<file path="src/rtl/cpu_fsm_control_pkg.sv">
// ---------------------------------------------------------------------------
// cpu_fsm_control_pkg
// Shared codes for the multicycle MIPS control unit: state encoding,
// datapath select encodings, ALU operation codes, opcode/function constants
// and the decoded control bundle passed from cpu_fsm_control_decode to
// cpu_fsm_control.
// Optional feature macro: CPU_CONTROL_MULTDIV_EN adds the HI/LO and
// multiply/divide fields to the control bundle.
// ---------------------------------------------------------------------------
package cpu_fsm_control_pkg;

    typedef enum logic [2:0] {
        ST_FETCH  = 3'd0,
        ST_EXEC1  = 3'd1,
        ST_EXEC2  = 3'd2,
        ST_HALTED = 3'd3,
        ST_FAULT  = 3'd4
    } state_t;

    typedef enum logic [3:0] {
        ALU_ADD    = 4'd0,
        ALU_SUB    = 4'd1,
        ALU_AND    = 4'd2,
        ALU_OR     = 4'd3,
        ALU_XOR    = 4'd4,
        ALU_SLT    = 4'd5,
        ALU_SLTU   = 4'd6,
        ALU_PASS_B = 4'd7
    } alu_op_t;

    typedef enum logic [1:0] {
        PC_PLUS4  = 2'd0,
        PC_BRANCH = 2'd1,
        PC_JUMP   = 2'd2
    } pc_sel_t;

    typedef enum logic [1:0] {
        SRCB_RT   = 2'd0,
        SRCB_SEXT = 2'd1,
        SRCB_ZEXT = 2'd2,
        SRCB_LUI  = 2'd3
    } src_b_sel_t;

    typedef enum logic [1:0] {
        WD_RAM  = 2'd0,
        WD_ALU  = 2'd1,
        WD_PC8  = 2'd2,
        WD_HILO = 2'd3
    } wd_sel_t;

    typedef enum logic [1:0] {
        A3_RT  = 2'd0,
        A3_RD  = 2'd1,
        A3_R31 = 2'd2
    } a3_sel_t;

    // Primary opcodes
    localparam logic [5:0] OP_SPECIAL = 6'h00;
    localparam logic [5:0] OP_J       = 6'h02;
    localparam logic [5:0] OP_JAL     = 6'h03;
    localparam logic [5:0] OP_BEQ     = 6'h04;
    localparam logic [5:0] OP_BNE     = 6'h05;
    localparam logic [5:0] OP_ADDIU   = 6'h09;
    localparam logic [5:0] OP_ANDI    = 6'h0C;
    localparam logic [5:0] OP_ORI     = 6'h0D;
    localparam logic [5:0] OP_XORI    = 6'h0E;
    localparam logic [5:0] OP_LUI     = 6'h0F;
    localparam logic [5:0] OP_LW      = 6'h23;
    localparam logic [5:0] OP_SW      = 6'h2B;

    // SPECIAL function codes
    localparam logic [5:0] FUNC_JR    = 6'h08;
    localparam logic [5:0] FUNC_JALR  = 6'h09;
    localparam logic [5:0] FUNC_MFHI  = 6'h10;
    localparam logic [5:0] FUNC_MTHI  = 6'h11;
    localparam logic [5:0] FUNC_MFLO  = 6'h12;
    localparam logic [5:0] FUNC_MTLO  = 6'h13;
    localparam logic [5:0] FUNC_MULT  = 6'h18;
    localparam logic [5:0] FUNC_MULTU = 6'h19;
    localparam logic [5:0] FUNC_DIV   = 6'h1A;
    localparam logic [5:0] FUNC_DIVU  = 6'h1B;
    localparam logic [5:0] FUNC_ADDU  = 6'h21;
    localparam logic [5:0] FUNC_SUBU  = 6'h23;
    localparam logic [5:0] FUNC_AND   = 6'h24;
    localparam logic [5:0] FUNC_OR    = 6'h25;
    localparam logic [5:0] FUNC_XOR   = 6'h26;
    localparam logic [5:0] FUNC_SLT   = 6'h2A;
    localparam logic [5:0] FUNC_SLTU  = 6'h2B;

    // Decoded control bundle; valid whenever the IR fields are stable.
    typedef struct packed {
        logic       illegal;
        logic       is_load;
        logic       is_store;
        logic       is_beq;
        logic       is_bne;
        logic       is_jump;
        logic       reg_wen;
        a3_sel_t    a3_sel;
        wd_sel_t    wd_sel;
        src_b_sel_t src_b_sel;
        alu_op_t    alu_op;
`ifdef CPU_CONTROL_MULTDIV_EN
        logic       md_start;
        logic       hilo_wen;
        logic       hilo_rd_sel;
        logic       mf;
`endif
    } ctrl_t;

    // All-zero bundle: no side effects, selects at their first encoding.
    function automatic ctrl_t ctrl_default();
        ctrl_t c;
        c = {$bits(ctrl_t){1'b0}};
        return c;
    endfunction

endpackage

</file>
<file path="src/rtl/cpu_fsm_control_decode.sv">
// ---------------------------------------------------------------------------
// cpu_fsm_control_decode
// Purely combinational instruction decoder: opcode/function fields from the
// instruction register to the control bundle, plus an illegal flag for any
// unsupported encoding.
// Ports:
//   opcode_i   - instruction opcode
//   function_i - SPECIAL function field
//   ctrl_o     - decoded control bundle (ctrl_t), including illegal flag
// Optional feature macro: CPU_CONTROL_MULTDIV_EN decodes MULT/MULTU/DIV/DIVU,
// MFHI/MFLO and MTHI/MTLO; without it these functions are illegal.
// ---------------------------------------------------------------------------
module cpu_fsm_control_decode
    import cpu_fsm_control_pkg::*;
(
    input  logic [5:0] opcode_i,
    input  logic [5:0] function_i,
    output ctrl_t      ctrl_o
);

    ctrl_t ctrl_s;

    // Opcode/function to control bundle.
    always_comb begin
        ctrl_s = ctrl_default();
        case (opcode_i)
            OP_SPECIAL: begin
                ctrl_s.a3_sel = A3_RD;
                ctrl_s.wd_sel = WD_ALU;
                case (function_i)
                    FUNC_ADDU: begin ctrl_s.reg_wen = 1'b1; ctrl_s.alu_op = ALU_ADD;  end
                    FUNC_SUBU: begin ctrl_s.reg_wen = 1'b1; ctrl_s.alu_op = ALU_SUB;  end
                    FUNC_AND:  begin ctrl_s.reg_wen = 1'b1; ctrl_s.alu_op = ALU_AND;  end
                    FUNC_OR:   begin ctrl_s.reg_wen = 1'b1; ctrl_s.alu_op = ALU_OR;   end
                    FUNC_XOR:  begin ctrl_s.reg_wen = 1'b1; ctrl_s.alu_op = ALU_XOR;  end
                    FUNC_SLT:  begin ctrl_s.reg_wen = 1'b1; ctrl_s.alu_op = ALU_SLT;  end
                    FUNC_SLTU: begin ctrl_s.reg_wen = 1'b1; ctrl_s.alu_op = ALU_SLTU; end
                    FUNC_JR: begin
                        ctrl_s.is_jump = 1'b1;
                    end
                    FUNC_JALR: begin
                        ctrl_s.is_jump = 1'b1;
                        ctrl_s.reg_wen = 1'b1;
                        ctrl_s.wd_sel  = WD_PC8;
                    end
`ifdef CPU_CONTROL_MULTDIV_EN
                    FUNC_MULT, FUNC_MULTU, FUNC_DIV, FUNC_DIVU: begin
                        ctrl_s.md_start = 1'b1;
                    end
                    FUNC_MFHI: begin
                        ctrl_s.mf          = 1'b1;
                        ctrl_s.reg_wen     = 1'b1;
                        ctrl_s.wd_sel      = WD_HILO;
                        ctrl_s.hilo_rd_sel = 1'b1;
                    end
                    FUNC_MFLO: begin
                        ctrl_s.mf      = 1'b1;
                        ctrl_s.reg_wen = 1'b1;
                        ctrl_s.wd_sel  = WD_HILO;
                    end
                    FUNC_MTHI: begin
                        ctrl_s.hilo_wen    = 1'b1;
                        ctrl_s.hilo_rd_sel = 1'b1;
                    end
                    FUNC_MTLO: begin
                        ctrl_s.hilo_wen = 1'b1;
                    end
`endif
                    default: ctrl_s.illegal = 1'b1;
                endcase
            end
            OP_J: begin
                ctrl_s.is_jump = 1'b1;
            end
            OP_JAL: begin
                ctrl_s.is_jump = 1'b1;
                ctrl_s.reg_wen = 1'b1;
                ctrl_s.a3_sel  = A3_R31;
                ctrl_s.wd_sel  = WD_PC8;
            end
            OP_BEQ: begin
                ctrl_s.is_beq = 1'b1;
                ctrl_s.alu_op = ALU_SUB;
            end
            OP_BNE: begin
                ctrl_s.is_bne = 1'b1;
                ctrl_s.alu_op = ALU_SUB;
            end
            OP_ADDIU: begin
                ctrl_s.reg_wen   = 1'b1;
                ctrl_s.wd_sel    = WD_ALU;
                ctrl_s.src_b_sel = SRCB_SEXT;
                ctrl_s.alu_op    = ALU_ADD;
            end
            OP_ANDI: begin
                ctrl_s.reg_wen   = 1'b1;
                ctrl_s.wd_sel    = WD_ALU;
                ctrl_s.src_b_sel = SRCB_ZEXT;
                ctrl_s.alu_op    = ALU_AND;
            end
            OP_ORI: begin
                ctrl_s.reg_wen   = 1'b1;
                ctrl_s.wd_sel    = WD_ALU;
                ctrl_s.src_b_sel = SRCB_ZEXT;
                ctrl_s.alu_op    = ALU_OR;
            end
            OP_XORI: begin
                ctrl_s.reg_wen   = 1'b1;
                ctrl_s.wd_sel    = WD_ALU;
                ctrl_s.src_b_sel = SRCB_ZEXT;
                ctrl_s.alu_op    = ALU_XOR;
            end
            OP_LUI: begin
                ctrl_s.reg_wen   = 1'b1;
                ctrl_s.wd_sel    = WD_ALU;
                ctrl_s.src_b_sel = SRCB_LUI;
                ctrl_s.alu_op    = ALU_PASS_B;
            end
            OP_LW: begin
                ctrl_s.is_load   = 1'b1;
                ctrl_s.reg_wen   = 1'b1;
                ctrl_s.wd_sel    = WD_RAM;
                ctrl_s.src_b_sel = SRCB_SEXT;
                ctrl_s.alu_op    = ALU_ADD;
            end
            OP_SW: begin
                ctrl_s.is_store  = 1'b1;
                ctrl_s.src_b_sel = SRCB_SEXT;
                ctrl_s.alu_op    = ALU_ADD;
            end
            default: ctrl_s.illegal = 1'b1;
        endcase
    end

    assign ctrl_o = ctrl_s;

endmodule

</file>
<file path="src/rtl/cpu_fsm_control.sv">
// ---------------------------------------------------------------------------
// cpu_fsm_control
// Multicycle MIPS control unit. Owns the FETCH/EXEC1/EXEC2 state register,
// stretches states while memory asserts waitrequest, tracks the branch/jump
// delay slot with a pending-branch flag, and parks in HALTED (jump to 0) or
// FAULT (illegal instruction or wait timeout) until reset.
// Ports:
//   clk_i, rst_ni              - clock, synchronous active-low reset
//   waitrequest_i              - memory not ready, hold current access
//   opcode_i, function_i       - IR decode fields
//   alu_zero_i, jump_to_zero_i - branch condition / halt detection
//   state_o, active_o, fault_o - status
//   *_wen_o, ram_rds_o, *_sel_o, tgt_wen_o, alu_op_o - datapath controls
//                                (combinational from state and decode)
// Optional feature macro: CPU_CONTROL_MULTDIV_EN adds md_busy_i, md_start_o,
// hilo_wen_o and hilo_rd_sel_o.
// ---------------------------------------------------------------------------
module cpu_fsm_control
    import cpu_fsm_control_pkg::*;
#(
    parameter int ALU_OP_W     = 4,
    parameter int WAIT_TIMEOUT = 0,
    parameter int TIMEOUT_W    = 8
) (
    input  logic                clk_i,
    input  logic                rst_ni,
    input  logic                waitrequest_i,
    input  logic [5:0]          opcode_i,
    input  logic [5:0]          function_i,
    input  logic                alu_zero_i,
    input  logic                jump_to_zero_i,
`ifdef CPU_CONTROL_MULTDIV_EN
    input  logic                md_busy_i,
    output logic                md_start_o,
    output logic                hilo_wen_o,
    output logic                hilo_rd_sel_o,
`endif
    output logic [2:0]          state_o,
    output logic                active_o,
    output logic                fault_o,
    output logic                pc_wen_o,
    output logic                ir_wen_o,
    output logic                ram_wen_o,
    output logic                ram_rds_o,
    output logic                reg_wen_o,
    output logic                ram_a_sel_o,
    output logic [1:0]          src_b_sel_o,
    output logic [1:0]          reg_wd_sel_o,
    output logic [1:0]          reg_a3_sel_o,
    output logic [1:0]          pc_sel_o,
    output logic                tgt_wen_o,
    output logic [ALU_OP_W-1:0] alu_op_o
);

    localparam bit TIMEOUT_EN = (WAIT_TIMEOUT > 0);
    // Counter value seen during the last permitted stall cycle.
    localparam logic [TIMEOUT_W-1:0] WAIT_LIMIT =
        TIMEOUT_EN ? TIMEOUT_W'(WAIT_TIMEOUT - 1) : {TIMEOUT_W{1'b0}};

    state_t                state_q, state_d;
    logic                  branch_pending_q, branch_pending_d;
    pc_sel_t               pend_sel_q, pend_sel_d;
    logic [TIMEOUT_W-1:0]  wait_cnt_q, wait_cnt_d;
    logic                  fault_q, fault_d;
    logic                  active_q, active_d;

    ctrl_t                 ctrl_s;
    logic                  is_mem_s;
    logic                  stall_s;
    logic                  timeout_s;
    logic                  taken_s;
    logic                  mf_stall_s;

    logic                  pc_wen_s, ir_wen_s, ram_wen_s, ram_rds_s, reg_wen_s;
    logic                  ram_a_sel_s, tgt_wen_s;
    src_b_sel_t            src_b_sel_s;
    wd_sel_t               wd_sel_s;
    a3_sel_t               a3_sel_s;
    pc_sel_t               pc_sel_s;
    alu_op_t               alu_op_s;
`ifdef CPU_CONTROL_MULTDIV_EN
    logic                  md_start_s, hilo_wen_s, hilo_rd_sel_s;
`endif

    cpu_fsm_control_decode u_decode (
        .opcode_i   (opcode_i),
        .function_i (function_i),
        .ctrl_o     (ctrl_s)
    );

    assign is_mem_s = ctrl_s.is_load | ctrl_s.is_store;

    // A stall is a cycle in which the memory access must be held.
    assign stall_s = waitrequest_i &
                     ((state_q == ST_FETCH) | ((state_q == ST_EXEC1) & is_mem_s));

    assign timeout_s = TIMEOUT_EN & stall_s & (wait_cnt_q == WAIT_LIMIT);

    assign taken_s = (ctrl_s.is_beq & alu_zero_i) |
                     (ctrl_s.is_bne & ~alu_zero_i) |
                     ctrl_s.is_jump;

`ifdef CPU_CONTROL_MULTDIV_EN
    assign mf_stall_s = ctrl_s.mf & md_busy_i;
`else
    assign mf_stall_s = 1'b0;
`endif

    // Next-state logic and combinational datapath controls.
    always_comb begin
        state_d          = state_q;
        branch_pending_d = branch_pending_q;
        pend_sel_d       = pend_sel_q;
        fault_d          = fault_q;
        active_d         = active_q;
        pc_wen_s         = 1'b0;
        ir_wen_s         = 1'b0;
        ram_wen_s        = 1'b0;
        ram_rds_s        = 1'b0;
        reg_wen_s        = 1'b0;
        ram_a_sel_s      = 1'b0;
        tgt_wen_s        = 1'b0;
        src_b_sel_s      = SRCB_RT;
        wd_sel_s         = WD_RAM;
        a3_sel_s         = A3_RT;
        pc_sel_s         = PC_PLUS4;
        alu_op_s         = ALU_ADD;
`ifdef CPU_CONTROL_MULTDIV_EN
        md_start_s       = 1'b0;
        hilo_wen_s       = 1'b0;
        hilo_rd_sel_s    = 1'b0;
`endif

        // Counter only advances while a stall is in progress.
        if (TIMEOUT_EN && stall_s) begin
            wait_cnt_d = wait_cnt_q + {{(TIMEOUT_W-1){1'b0}}, 1'b1};
        end else begin
            wait_cnt_d = {TIMEOUT_W{1'b0}};
        end

        case (state_q)
            ST_FETCH: begin
                ram_rds_s = 1'b1;
                if (timeout_s) begin
                    state_d  = ST_FAULT;
                    fault_d  = 1'b1;
                    active_d = 1'b0;
                end else if (waitrequest_i) begin
                    state_d = ST_FETCH;
                end else begin
                    state_d = ST_EXEC1;
                end
            end

            ST_EXEC1: begin
                ir_wen_s    = 1'b1;
                src_b_sel_s = ctrl_s.src_b_sel;
                alu_op_s    = ctrl_s.alu_op;
                a3_sel_s    = ctrl_s.a3_sel;
                wd_sel_s    = ctrl_s.wd_sel;
                if (is_mem_s) begin
                    ram_a_sel_s = 1'b1;
                    src_b_sel_s = SRCB_SEXT;
                    ram_rds_s   = ctrl_s.is_load;
                    ram_wen_s   = ctrl_s.is_store;
                end else begin
                    ram_a_sel_s = 1'b0;
                end
                if (ctrl_s.illegal || timeout_s) begin
                    state_d  = ST_FAULT;
                    fault_d  = 1'b1;
                    active_d = 1'b0;
                end else if (is_mem_s && waitrequest_i) begin
                    state_d = ST_EXEC1;
                end else begin
                    state_d = ST_EXEC2;
                end
            end

            ST_EXEC2: begin
                src_b_sel_s = ctrl_s.src_b_sel;
                alu_op_s    = ctrl_s.alu_op;
                a3_sel_s    = ctrl_s.a3_sel;
                wd_sel_s    = ctrl_s.wd_sel;
`ifdef CPU_CONTROL_MULTDIV_EN
                hilo_rd_sel_s = ctrl_s.hilo_rd_sel;
`endif
                if (mf_stall_s) begin
                    // HI/LO not ready yet: hold everything, including the delay slot.
                    state_d = ST_EXEC2;
                end else begin
                    pc_wen_s  = 1'b1;
                    reg_wen_s = ctrl_s.reg_wen;
`ifdef CPU_CONTROL_MULTDIV_EN
                    md_start_s = ctrl_s.md_start;
                    hilo_wen_s = ctrl_s.hilo_wen;
`endif
                    // The slot instruction commits the previously latched target.
                    if (branch_pending_q) begin
                        pc_sel_s = pend_sel_q;
                    end else begin
                        pc_sel_s = PC_PLUS4;
                    end
                    // A new taken branch (even inside a slot) captures its own target.
                    tgt_wen_s        = taken_s;
                    branch_pending_d = taken_s;
                    if (taken_s) begin
                        pend_sel_d = ctrl_s.is_jump ? PC_JUMP : PC_BRANCH;
                    end else begin
                        pend_sel_d = PC_PLUS4;
                    end
                    if (branch_pending_q && (pend_sel_q == PC_JUMP) && jump_to_zero_i) begin
                        state_d  = ST_HALTED;
                        active_d = 1'b0;
                    end else begin
                        state_d = ST_FETCH;
                    end
                end
            end

            ST_HALTED: begin
                state_d  = ST_HALTED;
                active_d = 1'b0;
            end

            ST_FAULT: begin
                state_d  = ST_FAULT;
                fault_d  = 1'b1;
                active_d = 1'b0;
            end

            default: begin
                // Unreachable encodings are treated as a fault.
                state_d  = ST_FAULT;
                fault_d  = 1'b1;
                active_d = 1'b0;
            end
        endcase
    end

    // State, delay-slot, wait-counter and status registers.
    always_ff @(posedge clk_i) begin
        if (!rst_ni) begin
            state_q          <= ST_FETCH;
            branch_pending_q <= 1'b0;
            pend_sel_q       <= PC_PLUS4;
            wait_cnt_q       <= {TIMEOUT_W{1'b0}};
            fault_q          <= 1'b0;
            active_q         <= 1'b1;
        end else begin
            state_q          <= state_d;
            branch_pending_q <= branch_pending_d;
            pend_sel_q       <= pend_sel_d;
            wait_cnt_q       <= wait_cnt_d;
            fault_q          <= fault_d;
            active_q         <= active_d;
        end
    end

    assign state_o      = state_q;
    assign active_o     = active_q;
    assign fault_o      = fault_q;
    assign pc_wen_o     = pc_wen_s;
    assign ir_wen_o     = ir_wen_s;
    assign ram_wen_o    = ram_wen_s;
    assign ram_rds_o    = ram_rds_s;
    assign reg_wen_o    = reg_wen_s;
    assign ram_a_sel_o  = ram_a_sel_s;
    assign src_b_sel_o  = src_b_sel_s;
    assign reg_wd_sel_o = wd_sel_s;
    assign reg_a3_sel_o = a3_sel_s;
    assign pc_sel_o     = pc_sel_s;
    assign tgt_wen_o    = tgt_wen_s;
    assign alu_op_o     = ALU_OP_W'(alu_op_s);
`ifdef CPU_CONTROL_MULTDIV_EN
    assign md_start_o    = md_start_s;
    assign hilo_wen_o    = hilo_wen_s;
    assign hilo_rd_sel_o = hilo_rd_sel_s;
`endif

endmodule

</file>
<file path="config.mk">
export PLATFORM = sky130hd
export DESIGN_NAME = cpu_fsm_control
export DESIGN_NICKNAME = d
export VERILOG_FILES = /design/src/rtl/cpu_fsm_control_pkg.sv /design/src/rtl/cpu_fsm_control_decode.sv /design/src/rtl/cpu_fsm_control.sv
export SDC_FILE = /design/constraint.sdc
export NUM_CORES = 1
export LEC_CHECK = 0
export CAP_MARGIN = 20
export CORE_UTILIZATION = 35
export CTS_BUF_LIST = sky130_fd_sc_hd__clkbuf_16
export CTS_CLUSTER_SIZE = 14
export DETAILED_ROUTE_END_ITERATION = 12
export PLACE_DENSITY_LB_ADDON = 0.12
export SYNTH_ARGS = -nofsm -noshare
export SYNTH_HDL_FRONTEND = slang
export SYNTH_SLANG_ARGS = --single-unit
export TNS_END_PERCENT = 100
</file>
<file path="constraint.sdc">
create_clock -name clk_i -period 3.51 [get_ports clk_i]
set_input_delay 0.5265 -clock clk_i [delete_from_list [all_inputs] [get_ports clk_i]]
set_output_delay 0.5265 -clock clk_i [all_outputs]
set_load 0.02 [all_outputs]
</file>
# Word-level counts from Yosys, hierarchy flattened
# Cells that the tools add are included.
classes:
  n_bitwise: 8
  reduce_logical: 19
  n_eq_ne: 26
  n_mux: 45
op_table:
  columns: ["cell", "n"]
  rows:
  - ["equality test 6 bit (second input constant)", 9]
  - ["equality test 6 x 4 -> 1 bit (second input constant)", 7]
  - ["case mux 3 bit (6 select lines)", 2]
  - ["2-to-1 mux 1 bit", 20]
  - ["2-to-1 mux 2 bit", 10]
  - ["equality test 6 x 2 -> 1 bit (second input constant)", 2]
  - ["equality test 6 x 3 -> 1 bit (second input constant)", 2]
  - ["case mux 2 bit (3 select lines)", 2]
  - ["case mux 3 bit (4 select lines)", 1]
  - ["OR reduction 11 bit", 1]
  - ["case mux 1 bit (2 select lines)", 5]
  - ["OR reduction 3 bit", 3]
  - ["OR reduction 9 bit", 1]
  - ["case mux 2 bit (2 select lines)", 2]
  - ["OR reduction 2 bit", 4]
  - ["OR reduction 8 bit", 1]
  - ["OR reduction 7 bit", 1]
  - ["equality test 3 x 2 -> 1 bit (second input constant)", 2]
  - ["zero test 6 bit", 1]
  - ["OR reduction 5 bit", 1]
  - ["2-to-1 mux 4 bit", 1]
  - ["!= test 2 bit (second input constant)", 2]
  - ["equality test 3 x 1 -> 1 bit (second input constant)", 1]
  - ["logical AND 1 bit", 3]
  - ["9 further kinds", 14]
word_totals:
  out_inout_bits: 24
  elab_cells: 103
  in_bits: 17
  register_bits: 8

# Depth between registers and ports, before layout
logic_depth:
  word_depth: 7
  mapped_depth: 7
  depth_no_buf: 5

# By module
# A second synthesis with hierarchy kept.
hier_totals:
  cells_unflattened: 136
  area_unflattened_um2: 957.2
modules_own_cells:
  columns: ["module", "seq_area_each_um2", "cells_each", "n_inst", "area_each_um2"]
  rows:
  - ["cpu_fsm_control", 160.2, 66, 1, 486.7]
  - ["cpu_fsm_control_decode", 0.0, 70, 1, 470.5]

# Worst setup path after synthesis
# OpenSTA, ideal clock, no wires.
synth_path:
  path_kind: "input-to-output"
  from: "in opcode_i[0]"
  to: "out ram_wen_o"
  t_required_ns: 2.984
  stages: 5
  t_arrival_ns: 2.007
  path_buffers: 1
  setup_slack_ns: 0.977
  path_cell_list: "buf_2 inv_1 or4_1 nor2_1 and2_1"
synth_between:
  elab_chain_cells: 5
  elab_cells_between_ends: 7
  classes_between: "eq/ne (2); mux (4); bitwise (1)"
synth_lines:
  columns: ["item", "line_no", "text"]
  rows:
  - ["from (decl)", "cpu_fsm_control.sv:28", "input logic [5:0] opcode_i,"]
  - ["equality test 6 bit", "cpu_fsm_control_decode.sv:26", "case (opcode_i)"]
  - ["2-to-1 mux 1 bit", "cpu_fsm_control_decode.sv:26", null]
  - ["OR 1 bit", "cpu_fsm_control.sv:91", "assign is_mem_s = ctrl_s.is_load | ctrl_s.is_store;"]
  - ["2-to-1 mux 1 bit (*)", "cpu_fsm_control.sv:161", "if (is_mem_s) begin"]
  - ["2-to-1 mux 1 bit (*)", "cpu_fsm_control.sv:141", "case (state_q)"]
  - ["to (decl)", "cpu_fsm_control.sv:43", "output logic ram_wen_o,"]
# Mark *: on every way between the ends. The rest lies on a longest branch, timed or not.

# Worst setup path after layout
layout_path:
  from: "in opcode_i[5]"
  to: "out reg_wen_o"
layout_between:
  elab_chain_cells: 4
  elab_cells_between_ends: 11
  classes_between: "eq/ne (7); mux (2); reduce/logical (2)"
layout_lines:
  columns: ["item", "line_no", "text"]
  rows:
  - ["equality test 6 x 2 -> 1 bit (tied with other cells)", "cpu_fsm_control_decode.sv:26", null]
  - ["OR reduction 7 bit (no source line)", null, null]
  - ["case mux 1 bit (2 select lines) (*)", "cpu_fsm_control_decode.sv:26", null]
  - ["2-to-1 mux 1 bit (*)", "cpu_fsm_control.sv:141", null]
  - ["to (decl)", "cpu_fsm_control.sv:45", "output logic reg_wen_o,"]
# Marks and branches as above.

==> results <==
- The routed design has 2.612 mm of wire.
- The clock latency of the later-clocked register in the worst-skew pair is 0.23 ns.
- Setup total negative slack on the finished layout was measured at 0 ns.
- The worst hold endpoint is branch_pending_q$_SDFFE_PN0P_.
- Post-CTS timing repair inserted 0 buffers for setup.
- The initial antenna violation count is 0.
- The detail-routed net length per standard cell is about 13 µm.
- The number of global-route vias before repair is 972.
- The detailed-route DRC error count is 0.
- The first detailed-routing pass took 4 iterations.
- The count of endpoints failing setup in the final report is 0.
- The average footprint of a synthesized cell is between 6 and 7 µm².
- The sequential fraction of the synthesis area is 17.56%.
- The part of the total power dissipated in the clock network is 46.7%.
- The worst setup path is captured at an output pin.
- Of the total power, combinational logic draws 28.4%.
- The reg-to-reg startpoint is state_o[2]$_SDFF_PN0_.
- The H-tree depth is 1.
- The post-synthesis sequential element count is 8.
- The worst setup path is launched from an input pin.
- Counting the fill cells in the layout gives 251.
- The clock transition time at the flip-flop clock pins of the worst setup and hold paths is ~0.04 ns.
- The layout-stage area growth over the synthesis result is 56.10%.
- The clock net in this run drives a total of 8 sinks.
- The starting density of the core is 36.82%.
- The area of placed instances is 0.001349 mm².
- The cell leakage power is 0.0005482 µW.
- The number of cell instances on the worst register-to-register path is 5.
- The via total after detailed routing is 1094.
- The worst path uses 93.51% of the clock period.
- The number of unique standard cell types used by synthesis is 42.
- The total count of max-transition violations in the final report was 0.
- TritonCTS built the clock tree.
- At the end of routability-driven placement, the weighted congestion stood at 0.9000.
- For this run, the number of Yosys warnings is 0.
- In this run the tool buffered the top-level ports with 39 buffer cells.
- Entering global routing, the biggest net connects 13 pins.
- The worst reg2reg path endpoint is pend_sel_q[1]$_SDFFE_PN0P_.
- The worst hold path belongs to the class register to register.
- The half-perimeter wire length after placement is approximately 2.1 mm.
- The post-synthesis cell count is about 140.
- The number of hold violations in the final report is 0.
- Net switching is 26.79% of the power.
- Across all setup checks in the final design, the least slack found is 0.2276 ns.
- The setup clock skew after layout is around 0.002 ns.
- After routing the design area is about 0.0014 mm².
- The detailed router finished its first iteration with 17 violations.
- The tightest hold path in the finished design has a slack of 0.4951 ns.
- The total net switching power is about 110 µW.
- The initialized floorplan defines 18 standard-cell rows.
- The number of I/O pins is 41.
- The global-route usage over all layers is 21.18%.
- Summed over all layers, the global routing overflow is 0.
- The maximum frequency from static timing analysis is 304.7 MHz.
- The source of the worst hold timing path is branch_pending_q$_SDFFE_PN0P_.
- The worst setup path category is input pin to output pin.
- In this run the remaining antenna-violating nets after routing total 0.
- In this run the worst path has a maximum fanout of 6.
- The first element of the critical path is opcode_i[5].
- The power per cell area is 288.6 mW/mm².
- Registers are responsible for 24.9% of the overall power.
- The run finished with clean final reports.
- Of all flip-flops after synthesis, the portion carrying an async set or reset was 0%.
- The CTS root buffer is sky130_fd_sc_hd__clkbuf_16.
- The required time of the critical path is 2.98 ns.
- Among all flip-flop cells after synthesis, the most frequent one is sky130_fd_sc_hd__dfxtp_1.
- The cell area after synthesis is 912.1 µm².
- The die extent in y is 53.05 µm.
- In this run, post-CTS hold repair placed 0 buffers.
- The core region is between 0.002 and 0.0025 mm².
- Buffers inserted during clock tree synthesis total 3.
- In the layout the commonest cells are sky130_fd_sc_hd__clkdlybuf4s50_1, sky130_fd_sc_hd__nand2_1, sky130_fd_sc_hd__nor2_1, sky130_fd_sc_hd__inv_1, sky130_fd_sc_hd__o21ai_0.
- The worst hold path was traced through 2 stages.
- The share of layout cells above drive strength 1 is 7.345%.
- Counting flops with a built-in enable in the synthesized netlist gives 0.
- Using the TritonRoute via totals, the vias-per-cell ratio works out to 5.285.
- Setup repair after global routing left no endpoint under its margin.
- The slack of the worst reg-to-reg path is 2.27 ns.
- The floorplan step set the die width to roughly 53 µm.
- The first global-routing pass estimated 4.298 mm of wire.
- At the worst endpoint, the arrival time is roughly 2.8 ns.
- The most frequent standard cell in the layout excluding fill and tap cells is sky130_fd_sc_hd__clkdlybuf4s50_1.
- The post-route minimum period is ~3.3 ns.
- The repair_antennas step left the layout with diodes totalling 0.
- The area of the die is around 0.0028 mm².
- The worst vdd rail ir drop is about 0.0003 V.
- The internal portion of the total power is 300.9 µW.
- At the end of the flow, the number of nets in the layout was 196.
- Across the run, the number of max-cap violations was 0.
- The number of gates resized after cts is 0.
- The largest buffer count on any clock path is 2.
- Counting every net in the synthesized netlist gives 152.
- Timing analysis after detailed placement gives a worst setup slack of around 0.24 ns.
## kinds of logic (layout without fill, tap and decap cells)
group                     Yosys count  after routing  share of synthesized area, %
other                               1              1                        0.4111
DFF                                 8              8                         17.56
buffers and inverters              20             62                         10.56
xor gates and xnor gates            4              4                         3.842
and+or+nand+nor                    58             58                         34.29
AOI/OAI and AO/OA                  44             44                         33.33
## how the worst max path moves through the flow
stage	end	slack, ns
after floorplan	ram_wen_o	0.98
after global placement	reg_wen_o	0.27
after detailed placement	reg_wen_o	0.24
after CTS	reg_wen_o	0.22
after global routing	reg_wen_o	0.08
final	reg_wen_o	0.23
## per-stage QoR
step / utilization [%] / std cells / total power, µW
finish: 57.47 / 207 / 411.0
global route: 57.47 / 207 / 434.2
CTS: 57.47 / 207 / 415.2
detailed placement: 54.44 / 204 / 220.3
global placement: 54.44 / 204 / 218.9
floorplan: - / 135 / 167.5
## layout make-up
class                      count  area (µm²)  area share (%)
clock buffer                   3       75.07           5.272
inverter                      12       45.04           3.163
multi-input combinational    107       655.6           46.05
sequential                     8       160.2           11.25
tap                           30       37.54           2.636
timing repair buffer          47       450.4           31.63
## worst max-delay path: stages
cell	delay, ns
sky130_fd_sc_hd__clkdlybuf4s50_1	0.49
sky130_fd_sc_hd__or3_1	0.40
sky130_fd_sc_hd__nor4_4	0.29
sky130_fd_sc_hd__inv_1	0.10
sky130_fd_sc_hd__o22a_1	0.22
sky130_fd_sc_hd__nor2_1	0.11
sky130_fd_sc_hd__clkdlybuf4s50_1	0.62
## state kept, by name, summed over array words and instances (netlist names)
name / count
branch_pending_q: 1
state_o: 3
active_o: 1
fault_o: 1
pend_sel_q: 2
## synthesized netlist by cell type (2+ instances only)
cell,n,share of area [%]
sky130_fd_sc_hd__a21o_1,2,1.6
sky130_fd_sc_hd__a21oi_1,8,4.4
sky130_fd_sc_hd__a22oi_1,2,1.6
sky130_fd_sc_hd__a32oi_1,2,1.9
sky130_fd_sc_hd__and3_1,5,3.4
sky130_fd_sc_hd__buf_2,2,1.1
sky130_fd_sc_hd__buf_6,2,2.5
sky130_fd_sc_hd__clkbuf_1,3,1.2
sky130_fd_sc_hd__dfxtp_1,8,18
sky130_fd_sc_hd__inv_1,12,4.9
sky130_fd_sc_hd__nand2_1,13,5.4
sky130_fd_sc_hd__nand2b_1,2,1.4
sky130_fd_sc_hd__nand3_1,3,1.6
sky130_fd_sc_hd__nor2_1,12,4.9
sky130_fd_sc_hd__nor2b_1,8,5.5
sky130_fd_sc_hd__nor3_1,6,3.3
sky130_fd_sc_hd__nor3b_1,2,1.6
sky130_fd_sc_hd__o2111ai_1,2,1.9
sky130_fd_sc_hd__o21a_1,3,2.5
sky130_fd_sc_hd__o21ai_0,10,5.5
sky130_fd_sc_hd__o22a_1,3,2.9
sky130_fd_sc_hd__o22ai_1,2,1.4
sky130_fd_sc_hd__o31ai_1,2,1.6
sky130_fd_sc_hd__xnor2_1,2,1.9
sky130_fd_sc_hd__xor2_1,2,1.9
## power groups by stage
stage	clock (µW)	sequential, µW	combinational [µW]
6_report	192	102	117
5_1_grt	203	103	128
4_1_cts	196	102	117
3_5_place_dp	0	104	116
3_3_place_gp	0	103	116
2_1_floorplan	0	107	60.5
## routing by layer
metal	track usage [%]	vias up	share of wire, %
li1	-	570	-
met1	28.69	492	49
met2	32.07	28	45
met3	4.310	4	5.1
met4	8.772	0	1.2
met5	0	-	0
No activity file was read; power rests on OpenSTA's default activity.
